<file path="src/rtl/dafx_pkg.sv">
// Shared types and constants for the DAFX mixing datapath.
package dafx_pkg;

  // 125 MHz system clock / 10 kHz host sampling rate
  localparam int SAMPLING_IRQ_COUNTER_C = 12500;

  typedef enum logic [1:0] {
    IDLE,
    ISSUE,
    WAIT,
    OUTPUT
  } sched_state_t;

endpackage

</file>
<file path="src/rtl/dafx_sample_tick.sv">
// Programmable sample-rate tick generator: one-cycle tick every 'period' clocks.
module dafx_sample_tick #(
  parameter int PERIOD_WIDTH_P   = 32,
  parameter int DEFAULT_PERIOD_P = 12500
) (
  input  logic                      clk,
  input  logic                      rst,
  input  logic                      enable,
  input  logic [PERIOD_WIDTH_P-1:0] sample_period,
  output logic                      tick
);

  logic [PERIOD_WIDTH_P-1:0] period_q;
  logic [PERIOD_WIDTH_P-1:0] count_q;
  logic [PERIOD_WIDTH_P-1:0] period_clamped;

  assign period_clamped = (sample_period < PERIOD_WIDTH_P'(2)) ? PERIOD_WIDTH_P'(2) : sample_period;
  assign tick           = enable && (count_q == period_q - PERIOD_WIDTH_P'(1));

  // The period is only reloaded on wrap, so a change never shortens or stretches a sample.
  always_ff @(posedge clk or posedge rst) begin
    if (rst) begin
      // NOTE: sequential state uses non-blocking assignments so every flop samples pre-edge values.
      period_q <= PERIOD_WIDTH_P'(DEFAULT_PERIOD_P);
      count_q  <= '0;
    end else if (!enable) begin
      count_q <= '0;
    end else if (tick) begin
      count_q  <= '0;
      period_q <= period_clamped;
    end else begin
      count_q <= count_q + PERIOD_WIDTH_P'(1);
    end
  end

endmodule

</file>
<file path="src/rtl/dafx_sample_scheduler.sv">
// Per-sample sequencer: snapshots channels on each tick, scales them through a shared
// multiplier one at a time, and emits one saturated mix sample plus a host IRQ.
module dafx_sample_scheduler
  import dafx_pkg::*;
#(
  parameter int NR_OF_CHANNELS_P = 3,
  parameter int AUDIO_WIDTH_P    = 24,
  parameter int GAIN_WIDTH_P     = 24,
  parameter int Q_BITS_P         = 11,
  parameter int PERIOD_WIDTH_P   = 32,
  parameter int DEFAULT_PERIOD_P = SAMPLING_IRQ_COUNTER_C
) (
  input  logic                                     clk,
  input  logic                                     rst,
  input  logic                                     cr_enable,
  input  logic [PERIOD_WIDTH_P-1:0]                cr_sample_period,
  input  logic [NR_OF_CHANNELS_P*GAIN_WIDTH_P-1:0]  cr_gain,
  input  logic [NR_OF_CHANNELS_P*AUDIO_WIDTH_P-1:0] ch_data,
  output logic                                     mul_valid,
  input  logic                                     mul_ready,
  output logic [AUDIO_WIDTH_P-1:0]                 mul_a,
  output logic [GAIN_WIDTH_P-1:0]                  mul_b,
  input  logic                                     mul_res_valid,
  input  logic [AUDIO_WIDTH_P+GAIN_WIDTH_P-1:0]    mul_res,
  output logic                                     mix_valid,
  output logic [AUDIO_WIDTH_P-1:0]                 mix_data,
  output logic                                     irq_sample,
  output logic [31:0]                              sr_sample_count,
  output logic [15:0]                              sr_overrun_count
);

  localparam int PROD_W = AUDIO_WIDTH_P + GAIN_WIDTH_P;
  localparam int ACC_W  = PROD_W + $clog2(NR_OF_CHANNELS_P) + 1;
  localparam int IDX_W  = (NR_OF_CHANNELS_P > 1) ? $clog2(NR_OF_CHANNELS_P) : 1;
  localparam logic [IDX_W-1:0] LAST_IDX_C = IDX_W'(NR_OF_CHANNELS_P - 1);

  localparam logic signed [ACC_W-1:0] SAT_MAX_C =
    {{(ACC_W-AUDIO_WIDTH_P+1){1'b0}}, {(AUDIO_WIDTH_P-1){1'b1}}};
  localparam logic signed [ACC_W-1:0] SAT_MIN_C =
    {{(ACC_W-AUDIO_WIDTH_P+1){1'b1}}, {(AUDIO_WIDTH_P-1){1'b0}}};

  sched_state_t state_q, state_d;
  logic                     tick;
  logic [IDX_W-1:0]         idx_q;
  logic signed [ACC_W-1:0]  acc_q;
  logic signed [PROD_W-1:0] prod_shift;
  logic [AUDIO_WIDTH_P-1:0] data_q [NR_OF_CHANNELS_P];
  logic [GAIN_WIDTH_P-1:0]  gain_q [NR_OF_CHANNELS_P];

  dafx_sample_tick #(
    .PERIOD_WIDTH_P  (PERIOD_WIDTH_P),
    .DEFAULT_PERIOD_P(DEFAULT_PERIOD_P)
  ) u_tick (
    .clk          (clk),
    .rst          (rst),
    .enable       (cr_enable),
    .sample_period(cr_sample_period),
    .tick         (tick)
  );

  function automatic logic [AUDIO_WIDTH_P-1:0] sat(input logic signed [ACC_W-1:0] v);
    if (v > SAT_MAX_C) return SAT_MAX_C[AUDIO_WIDTH_P-1:0];
    if (v < SAT_MIN_C) return SAT_MIN_C[AUDIO_WIDTH_P-1:0];
    return v[AUDIO_WIDTH_P-1:0];
  endfunction

  // Arithmetic shift floors the Q-format product toward -inf.
  assign prod_shift = $signed(mul_res) >>> Q_BITS_P;
  assign mul_valid  = (state_q == ISSUE);
  assign mul_a      = data_q[idx_q];
  assign mul_b      = gain_q[idx_q];

  always_ff @(posedge clk or posedge rst) begin
    if (rst) state_q <= IDLE;
    else     state_q <= state_d;
  end

  always_comb begin
    // NOTE: state_d gets its default first so no path through the case infers a latch.
    state_d = state_q;
    case (state_q)
      IDLE:    if (tick) state_d = ISSUE;
      ISSUE:   if (mul_ready) state_d = WAIT;
      WAIT:    if (mul_res_valid) state_d = (idx_q == LAST_IDX_C) ? OUTPUT : ISSUE;
      OUTPUT:  state_d = IDLE;
      default: state_d = IDLE;
    endcase
  end

  always_ff @(posedge clk or posedge rst) begin
    if (rst) begin
      // NOTE: the small snapshot arrays are reset so the multiplier operands read 0 out of reset.
      for (int i = 0; i < NR_OF_CHANNELS_P; i++) begin
        data_q[i] <= '0;
        gain_q[i] <= '0;
      end
      idx_q            <= '0;
      acc_q            <= '0;
      mix_valid        <= 1'b0;
      irq_sample       <= 1'b0;
      mix_data         <= '0;
      sr_sample_count  <= '0;
      sr_overrun_count <= '0;
    end else begin
      mix_valid  <= 1'b0;
      irq_sample <= 1'b0;
      case (state_q)
        IDLE: if (tick) begin
          for (int i = 0; i < NR_OF_CHANNELS_P; i++) begin
            data_q[i] <= ch_data[i*AUDIO_WIDTH_P +: AUDIO_WIDTH_P];
            gain_q[i] <= cr_gain[i*GAIN_WIDTH_P +: GAIN_WIDTH_P];
          end
          idx_q <= '0;
          acc_q <= '0;
        end
        WAIT: if (mul_res_valid) begin
          acc_q <= acc_q + {{(ACC_W-PROD_W){prod_shift[PROD_W-1]}}, prod_shift};
          if (idx_q != LAST_IDX_C) idx_q <= idx_q + IDX_W'(1);
        end
        OUTPUT: begin
          mix_data        <= sat(acc_q);
          mix_valid       <= 1'b1;
          irq_sample      <= 1'b1;
          sr_sample_count <= sr_sample_count + 32'd1;
        end
        default: ;
      endcase
      // A tick that lands while a sequence is still in flight is dropped and counted.
      if (tick && (state_q != IDLE) && (sr_overrun_count != 16'hFFFF))
        sr_overrun_count <= sr_overrun_count + 16'd1;
    end
  end

endmodule

</file>
<file path="config.mk">
export PLATFORM = sky130hd
export DESIGN_NAME = dafx_sample_scheduler
export DESIGN_NICKNAME = d
export VERILOG_FILES = /design/src/rtl/dafx_pkg.sv /design/src/rtl/dafx_sample_tick.sv /design/src/rtl/dafx_sample_scheduler.sv
export SDC_FILE = /design/constraint.sdc
export NUM_CORES = 1
export LEC_CHECK = 0
export ABC_AREA = 1
export BUFFER_PORTS_ARGS = -buffer_cell sky130_fd_sc_hd__buf_4
export CAP_MARGIN = 20
export CORE_MARGIN = 2
export CORE_UTILIZATION = 50
export CTS_CLUSTER_DIAMETER = 80
export DETAILED_ROUTE_END_ITERATION = 16
export GPL_TIMING_DRIVEN = 0
export PLACE_DENSITY = 0.79
export REMOVE_ABC_BUFFERS = 1
export SYNTH_ARGS = -nofsm -noshare
export SYNTH_HDL_FRONTEND = slang
export SYNTH_SLANG_ARGS = --single-unit
</file>
<file path="constraint.sdc">
create_clock -name clk -period 12.05 [get_ports clk]
set_clock_uncertainty 0.2 [all_clocks]
set_input_delay 1.205 -clock clk [delete_from_list [all_inputs] [get_ports clk]]
set_output_delay 1.205 -clock clk [all_outputs]
set_load 0.01 [all_outputs]
</file>
==> results of run 1 <==
-- state kept, by name, indices dropped and copies added, names as in the netlist --
register	cells
state_q	2
u_tick.count_q	32
idx_q	2
mix_data	24
u_tick.period_q	32
sr_overrun_count	16
sr_sample_count	32
data_q	72
acc_q	51
irq_sample	1
gain_q	72
-- per-stage QoR --
stage	cells	instance area [um^2]	setup WS, ns	TNS [ns]
floorplan	2810	20200	1.35	0
global placement	3682	23400	-2.27	-786.69
detailed placement	3698	23800	5.53	0
CTS	3772	25200	6.02	0
global route	3773	25200	5.54	0
finish	3773	25200	6.08	0
-- report_power, final --
| part | switching, mW | leakage [nW] | internal [mW] |
|---|---|---|---|
| Combinational | 0.333 | 8.04 | 0.198 |
| Clock | 0.504 | 0.670 | 0.756 |
| Sequential | 0.0284 | 4.52 | 1.16 |
-- placed cells by master (no fill, tap or decap), drive strengths merged, types with 3 or more instances in the layout --
cell type | Yosys | routed
clkbuf | 67 | 57
a31oi | 13 | 13
o21a | 6 | 6
a21oi | 94 | 94
or2 | 5 | 5
o31ai | 48 | 48
a211oi | 3 | 3
o211ai | 3 | 3
dfrtp | 330 | 330
o21bai | 8 | 8
clkinv | 2 | 12
xor2 | 77 | 77
nand2 | 851 | 851
bufinv | 0 | 4
ha | 55 | 55
nor3b | 3 | 3
nand3b | 9 | 9
nor2 | 374 | 374
xnor2 | 24 | 24
inv | 290 | 292
nand3 | 299 | 299
nor4 | 20 | 20
buf | 46 | 356
or4 | 3 | 3
o22a | 23 | 23
dfstp | 6 | 6
nand4 | 55 | 55
o21ai | 150 | 150
nor3 | 47 | 47
-- kinds of logic (layout without fill, tap and decap cells) --
family / count (synthesis) / after routing / share of synthesized area [%]
DFF: 336 / 336 / 40.6
and+or+nand+nor: 1671 / 1671 / 33.9
xor gates and xnor gates: 101 / 101 / 4.27
AOI/OAI and AO/OA: 354 / 354 / 9.97
buffers and inverters: 405 / 723 / 7.83
adders and majority gates: 56 / 56 / 3.41
-- path summary, 6_finish.rpt --
kind                               startpoint                  end  slack, ns  cells after the start
max reg2reg                u_tick.period_q[0]            acc_q[29]       6.08                     20
min in group asynchronous                 rst           data_q[71]       0.51                      2
min reg2reg                        data_q[41]           data_q[41]       0.27                      2
min                                data_q[41]           data_q[41]       0.27                      2
max                        u_tick.period_q[0]            acc_q[29]       6.08                     20
max in group asynchronous                 rst  sr_sample_count[29]       9.52                      4
-- final cells by class --
type / instances / area (um^2) / share of cell area (%)
clock inverter: 18 / 210 / 0.834
sequential: 336 / 8420 / 33.4
clock buffer: 56 / 1150 / 4.57
inverter: 292 / 1110 / 4.39
tap: 532 / 666 / 2.64
timing repair buffer: 357 / 2910 / 11.5
multi-input combinational: 2182 / 10700 / 42.6
-- per-layer routing --
layer	routed length [um]	part of all wire, %	up-vias	global-route usage (%)
met5	0	0	-	0
met4	2060	3.2	0	9.59
met3	3730	5.8	120	4.58
met2	31100	48	653	49.7
met1	27900	43	9795	39.3
li1	-	-	10100	-
-- worst max-delay path, cell delays in order (launching register included) --
cell and delay, ns:
dfrtp_1 0.40, inv_1 0.12, ha_1 0.21, nand2_1 0.15
nor2_2 0.40, nand2_1 0.25, nand2_1 0.14, nand3_1 0.08
nor2_1 0.12, nand2_1 0.08, nor2_1 0.17, nand2_1 0.15
nor2_4 0.69, buf_12 0.30, buf_12 0.24, buf_12 0.23
nand2_8 0.51, nand2_4 0.84, inv_2 0.32, nand2_1 0.15
nand2_1 0.06
==> results by stage, run 1 <==
Drt:
- The remaining antenna violation count after routing is 0.
- The routed design has 64700 um of wire.
- The count of routing violations after the opening detailed-route iteration is 1725.
- The DRC violation count after routing is 0.
- The detailed-route vias per instance is 5.47.
- The first detailed-routing pass took 5 iterations.
- The routed layout has 20600 vias.
- In the final routed layout, each cell accounts on average for 17.2 um.

Die:
- For this configuration, the core starts out at a cell density of 50.7%.
- The area inside the core boundary is 40900 um^2.
- The floorplan step set the die height to 208 um.
- The die covers 43100 um^2.
- From left edge to right edge, the die measures 208 um.
- After floorplanning, the core was divided into 74 placement rows.
- 352 I/O pins were placed.

Place:
- The total half-perimeter wirelength after legalization and detailed placement is 48000 um.
- The count of input and output buffers is 340.
- The placer congestion estimate is 0.970.

STA:
- At the pin with the least slew margin, the transition time is 1.07 ns.
- The tightest hold path in the finished design has a slack of 0.268 ns.
- Setup repair after global routing left no endpoint under its margin.
- The relative slew slack is 28.6%.
- The count of final hold-check violations is 0.
- Static timing analysis puts the maximum clock frequency at 0.168 GHz.
- Setup violations remaining at the end of the flow were counted as 0.
- The final period utilization is 49.5%.
- For the finished layout, the period the worst path requires is 5.97 ns.
- The number of max-slew violations in the final report was 0.

Clocking:
- The hold-fix buffer count after cts is 0.
- No sink is reached through more buffers than the 3 on the longest clock path.
- The H-tree depth is 2.
- TritonCTS built the clock tree.
- The CTS root buffer is clkbuf_16.
- The clock latency of the later-clocked register in the worst-skew pair is 0.57 ns.
- The number of clock sinks is 336.
- The total setup buffers inserted after CTS is 0.
- The number of gates resized after CTS is 0.
- The number of clock buffers added by TritonCTS is 40.
- The clock-pin slew on the worst setup and hold paths is 0.06 ns.

Logic synthesis:
- Among all flip-flop cells after synthesis, the most frequent one is dfrtp_1.
- The mapped netlist covers 20700 um^2.
- Counting instances in the post-synthesis netlist gives the leading cell types as 849 x nand2_1, 362 x nor2_1, 330 x dfrtp_1.
- The synthesized design devotes to its leading area cell type 39.8% of total area.
- The number of distinct library cell variants in the gate-level netlist after synthesis is 42.
- The number of enable flip-flop cells after synthesis is 0.
- Synthesis produced 2923 cells.
- The fraction of registers with async set or reset after synthesis is 100%.
- The biggest area contributor in the post-synthesis netlist is dfrtp_1.
- The synthesized design contains 336 register bits.
- Ranked by total cell area, the synthesized netlist is headed by dfrtp_1 40%, nand2_1 15%, nand3_1 7.2%, nor2_1 6.6%, inv_1 5.1%.
- The count of synthesis-stage warnings from yosys is 0.
- The average instance in the mapped netlist occupies 7.09 um^2.
- nand2_1 is the most common cell in the netlist.
- Of the synthesized area, sequential elements account for 40.6%.

Global routing:
- The final global-route overflow total is 0.
- The global routing usage summed across all routing layers is 29.6%.
- The first global-routing pass estimated 104000 um of wire.
- The maximum number of pins on one net before global-route repair is 146.
- The via count of the first global-routing pass is 20100.
- The initial antenna violation count was 0.

Power:
- The total chip power is 2.98 mW.
- The analysis attributes to cell leakage a power of 13.2 nW.
- VDD sags by at most 0.000138 V.
- In this run the power density over the cells is 118 nW/um^2.

Layout:
- Relative to the synthesized area, the layout overhead comes to 21.5%.
- The number of inserted diodes is 0.
- Of the cells placed in the final design, the portion with a size suffix greater than 1 is 14.2%.
- The net count of the finished layout is 3494.
- Counting the fill cells in the layout gives 3705.
- The final design utilization is 61.6%.

Worst setup path:
- The highest fanout seen on the critical path is 145.
- STA classifies the critical path startpoint as a register.
- By startpoint and endpoint, the worst setup path is classified as register to register.
- The element type at the critical path end is a register.
- Data on the critical path is required at its endpoint by 12.31 ns.
- The data arrival time of the critical path is 6.22 ns.

Worst hold path:
- The class of the most critical hold timing path is register to register.

Status:
- The flow ran to the end, and the final reports show no timing, DRC or antenna violations.

Flow run:
- The number of violations of the max-capacitance limit is 0.
Power figures use the tool's default switching activity.
==> run 2: changes to the inputs <==
--- a/config.mk
+++ b/config.mk
@@ -13,7 +13,7 @@
 export CTS_CLUSTER_DIAMETER = 80
 export DETAILED_ROUTE_END_ITERATION = 16
 export GPL_TIMING_DRIVEN = 0
-export PLACE_DENSITY = 0.79
+export PLACE_DENSITY = 0.82
 export REMOVE_ABC_BUFFERS = 1
 export SYNTH_ARGS = -nofsm -noshare
 export SYNTH_HDL_FRONTEND = slang
==> constraint.sdc (replaced) <==
create_clock -name clk -period 4.8 [get_ports clk]
set_clock_uncertainty 0.2 [all_clocks]
set_input_delay 0.48 -clock clk [delete_from_list [all_inputs] [get_ports clk]]
set_output_delay 0.48 -clock clk [all_outputs]
set_load 0.01 [all_outputs]
==> run 2 against run 1 <==
Compared with the run above:
- worst setup slack got worse by 5.7 ns
- highest routed layer unchanged
- total power grew to 2.5 times the previous value
- largest cell class unchanged
- utilization rose by 4.5 points
- clock power increased by 150%
- critical path type unchanged
- worst hold slack got worse by 0.23 ns
- sequential share of layout area is 2.3 points lower
- non-clock buffer count rose by 179
- sequential power rose to 2.5 times the previous value
- critical endpoint is now acc_q[23]
- combinational power rose to 2.7 times the previous value
- die area is the same
==> results by stage, run 2 (same netlist as run 1, synthesis figures left out) <==
Status:
- The flow ran to the end, and the final reports show no timing, DRC or antenna violations.

Die:
- The number of cell rows was 74 (unchanged).
- The area inside the core boundary is 40900 um^2 (unchanged).
- The count of pins on the block boundary came to 352 (unchanged).
- The area of the die is 43100 um^2 (unchanged).
- The die outline height is 208 um (unchanged).
- The starting density of the core came to 50.7% (unchanged).
- The x dimension of the die is 208 um (unchanged).

Drt:
- The aggregate routed wire length came to 70900 um (+9.5%).
- The first-pass iteration count of the detailed router is 8 (+3).
- The post-detailed-route wirelength per cell is 17.9 um (+4.5%).
- The DRC violation count after routing is 0 (unchanged).
- The detailed-route vias per instance is 5.64 (+3.0%).
- The remaining antenna violation count after routing is 0 (unchanged).
- The count of routing violations after the opening detailed-route iteration is 2343 (+36%).
- The count of vias placed by the detailed router is 22300 (+8.0%).

Worst setup path:
- The cell at the slowest stage of the critical path is nor2_4.
- The biggest cell delay along the critical path is 0.49 ns (-0.35 ns).
- The sum of buffers and inverters on the critical path is 2 (-3).
- STA classifies the critical path startpoint as a register.
- The data arrival time of the critical path is 4.64 ns (-1.58 ns).
- The worst setup path is captured at a register.
- The cell family contributing the most delay on the critical path is simple AND/OR/NAND/NOR gates.
- The highest fanout seen on the critical path came to 73 (-50%).
- The cell that appears most often on the critical path is nand2_1.
- The logic depth of the worst path, buffers included is 17 (-15%).
- The critical path data required time is 5.05 ns (-7.26 ns).
- The depth of the worst register-to-register path is 17 (-15%).
- Traced cell by cell, the critical path runs through inv_1, ha_1, nand2_1, nor2_2, nand2_1, nand2_1, nand3_1, nor2_1, nand2_1, nor2_1, nand2_1, nor2_4, nand2_8, nand2_8, inv_2, nand2_1, nand2_1.
- By startpoint and endpoint, the worst setup path is classified as register to register.

Layout:
- The filler cell count came to 3316 (-10%).
- The most common cell after layout, fill and taps aside is nand2_1.
- The largest registers in the layout are data_q x72, gain_q x72, acc_q x51.
- The final design utilization is 66.1% (+4.5 points).
- From synthesis to final layout, the design area changed by 30.4%.
- The fraction of layout cells with a size suffix above 1 is 13.5% (-0.71 points).
- The net count of the finished layout is 3674 (+5.2%).
- In the layout the commonest cells are 849 x nand2_1, 361 x nor2_1, 340 x buf_4.

STA:
- The final count of negative-setup-slack endpoints is 0 (unchanged).
- The relative slew slack is 35.1% (+6.5 points).
- The final worst hold slack is 0.0383 ns (-0.230 ns).
- The worst-margin pin slew is 0.972 ns (-0.0951 ns).
- The minimum period implied by the final worst setup slack is 4.39 ns (-1.58 ns).
- The maximum clock frequency was 0.228 GHz (+36%).
- The number of max-slew violations in the final report is 0 (unchanged).
- Setup repair after global routing left no endpoint under its margin.
- The count of final hold-check violations is 0 (unchanged).
- The final period utilization is 91.5% (+42 points).

Place:
- The placer congestion estimate is 0.967 (-0.39%).
- The count of input and output buffers is 340 (unchanged).
- The total half-perimeter wirelength after legalization and detailed placement was 45700 um (-4.9%).

Power:
- The switching share of power is 29.1% (+0.12 points).
- The combinational group share of total power is 19.2% (+1.4 points).
- The power density normalized to cell area is 280 nW/um^2 (+140%).
- The total chip power is 7.58 mW (+150%).
- The leakage power was 14.0 nW (+5.8%).
- The peak supply drop is 0.000295 V (+110%).
- The relative contribution of the clock network to total power is 41.3% (-0.9 points).
- The net load switching power is 2.21 mW (+160%).
- The internal power component is 5.37 mW (+150%).
- The power share of the sequential group was 39.5% (-0.5 points).

Clocking:
- The clock latency of the later-clocked register in the worst-skew pair came to 0.56 ns (about the same).
- The clock tree from TritonCTS is yes.
- The number of clock sinks is 336 (unchanged).
- The clock-pin slew on the worst setup and hold paths is 0.06 ns (about the same).
- The clock tree buffer depth was 3 (unchanged).
- The total clock buffers created by CTS came to 39 (-2.5%).
- The H-tree depth was 2 (unchanged).
- The CTS root buffer is clkbuf_16.

Worst hold path:
- In this run the worst hold path is classified as primary input to register.
- The hold path depth came to 3 (+1).

Global routing:
- The initial antenna violation count is 3 (+3).
- The wire length of the first global-routing pass is 113000 um (+8.0%).
- The final global-route overflow total was 0 (unchanged).
- The maximum number of pins on one net before global-route repair is 146 (unchanged).
- The global routing usage summed across all routing layers is 32.1% (+2.5 points).
- The via count of the first global-routing pass came to 21800 (+8.2%).

Flow run:
- The number of violations of the max-capacitance limit was 0 (unchanged).
[run 2: cell types whose count changed in the layout (fill, tap and decap cells not counted), sizes merged]
cell	previous run	this run
clkinvlp	2	1
clkinv	12	8
nand2	851	853
diode	0	3
buf	356	360
clkbuf	57	56
inv	292	294
dlygate4sd3	0	176
[run 2: routing by layer]
layer  vias to the layer above  track usage [%]  wire, um
met5                         -                0         0
met4                         0             16.3      3780
met3                       316             5.85      5840
met2                      1117             52.4     33000
met1                     10400             40.9     28300
li1                      10400                -         -
[run 2: per-stage QoR]
stage	cell area [um^2]	instances	worst slack (ns)	setup TNS, ns
after floorplan	20200	2810	-5.18	-2361.99
after global placement	23400	3682	-8.98	-4653.00
after detailed placement	23900	3702	-0.223	-2.52
after CTS	27000	3949	0.0296	0
after global routing	27000	3954	0.103	0
final	27000	3954	0.408	0
[run 2: tightest hold or removal path, cell delays in order]
cell and delay (ns):
buf_4 0.08, nand3_1 0.11, nand2_1 0.10
[run 2: worst paths after layout]
kind / from / endpoint / slack [ns]
worst max-delay path: u_tick.period_q[0] / acc_q[23] / 0.41
worst min-delay path: cr_gain[41] / gain_q[41] / 0.04
worst max register to register: u_tick.period_q[0] / acc_q[23] / 0.41
worst min register to register: gain_q[44] / gain_q[44] / 0.27
max in group asynchronous: rst / sr_sample_count[19] / 2.88
min in group asynchronous: rst / acc_q[6] / 0.41
[run 2: timing repair]
| action | CTS | global route |
|---|---|---|
| hold buffers | 176 | 0 |
| endpoints found under the setup margin | 18 | 54 |
| gates cloned | 0 | 2 |
| setup buffers | 0 | 0 |
| pin swaps | 0 | 2 |
| hold endpoints to repair | 264 | 0 |
| resized for setup | 1 | 1 |
[run 2: final cells by class]
type	count	area (um^2)	area share, %
multi-input combinational	2184	10800	39.8
sequential	336	8420	31.1
timing repair buffer	536	4740	17.5
clock buffer	56	1130	4.18
inverter	292	1110	4.09
tap	532	666	2.46
clock inverter	15	193	0.713
antenna	3	7.51	0.0278
[run 2: power groups by stage]
stage / Clock [mW] / Combinational, mW / Sequential [mW]
floorplan: 0 / 0.803 / 3.03
finish: 3.13 / 1.45 / 3.00
global route: 3.28 / 1.60 / 3.01
CTS: 3.14 / 1.42 / 3.00
global placement: 0 / 1.25 / 3.05
detailed placement: 0 / 1.29 / 3.04
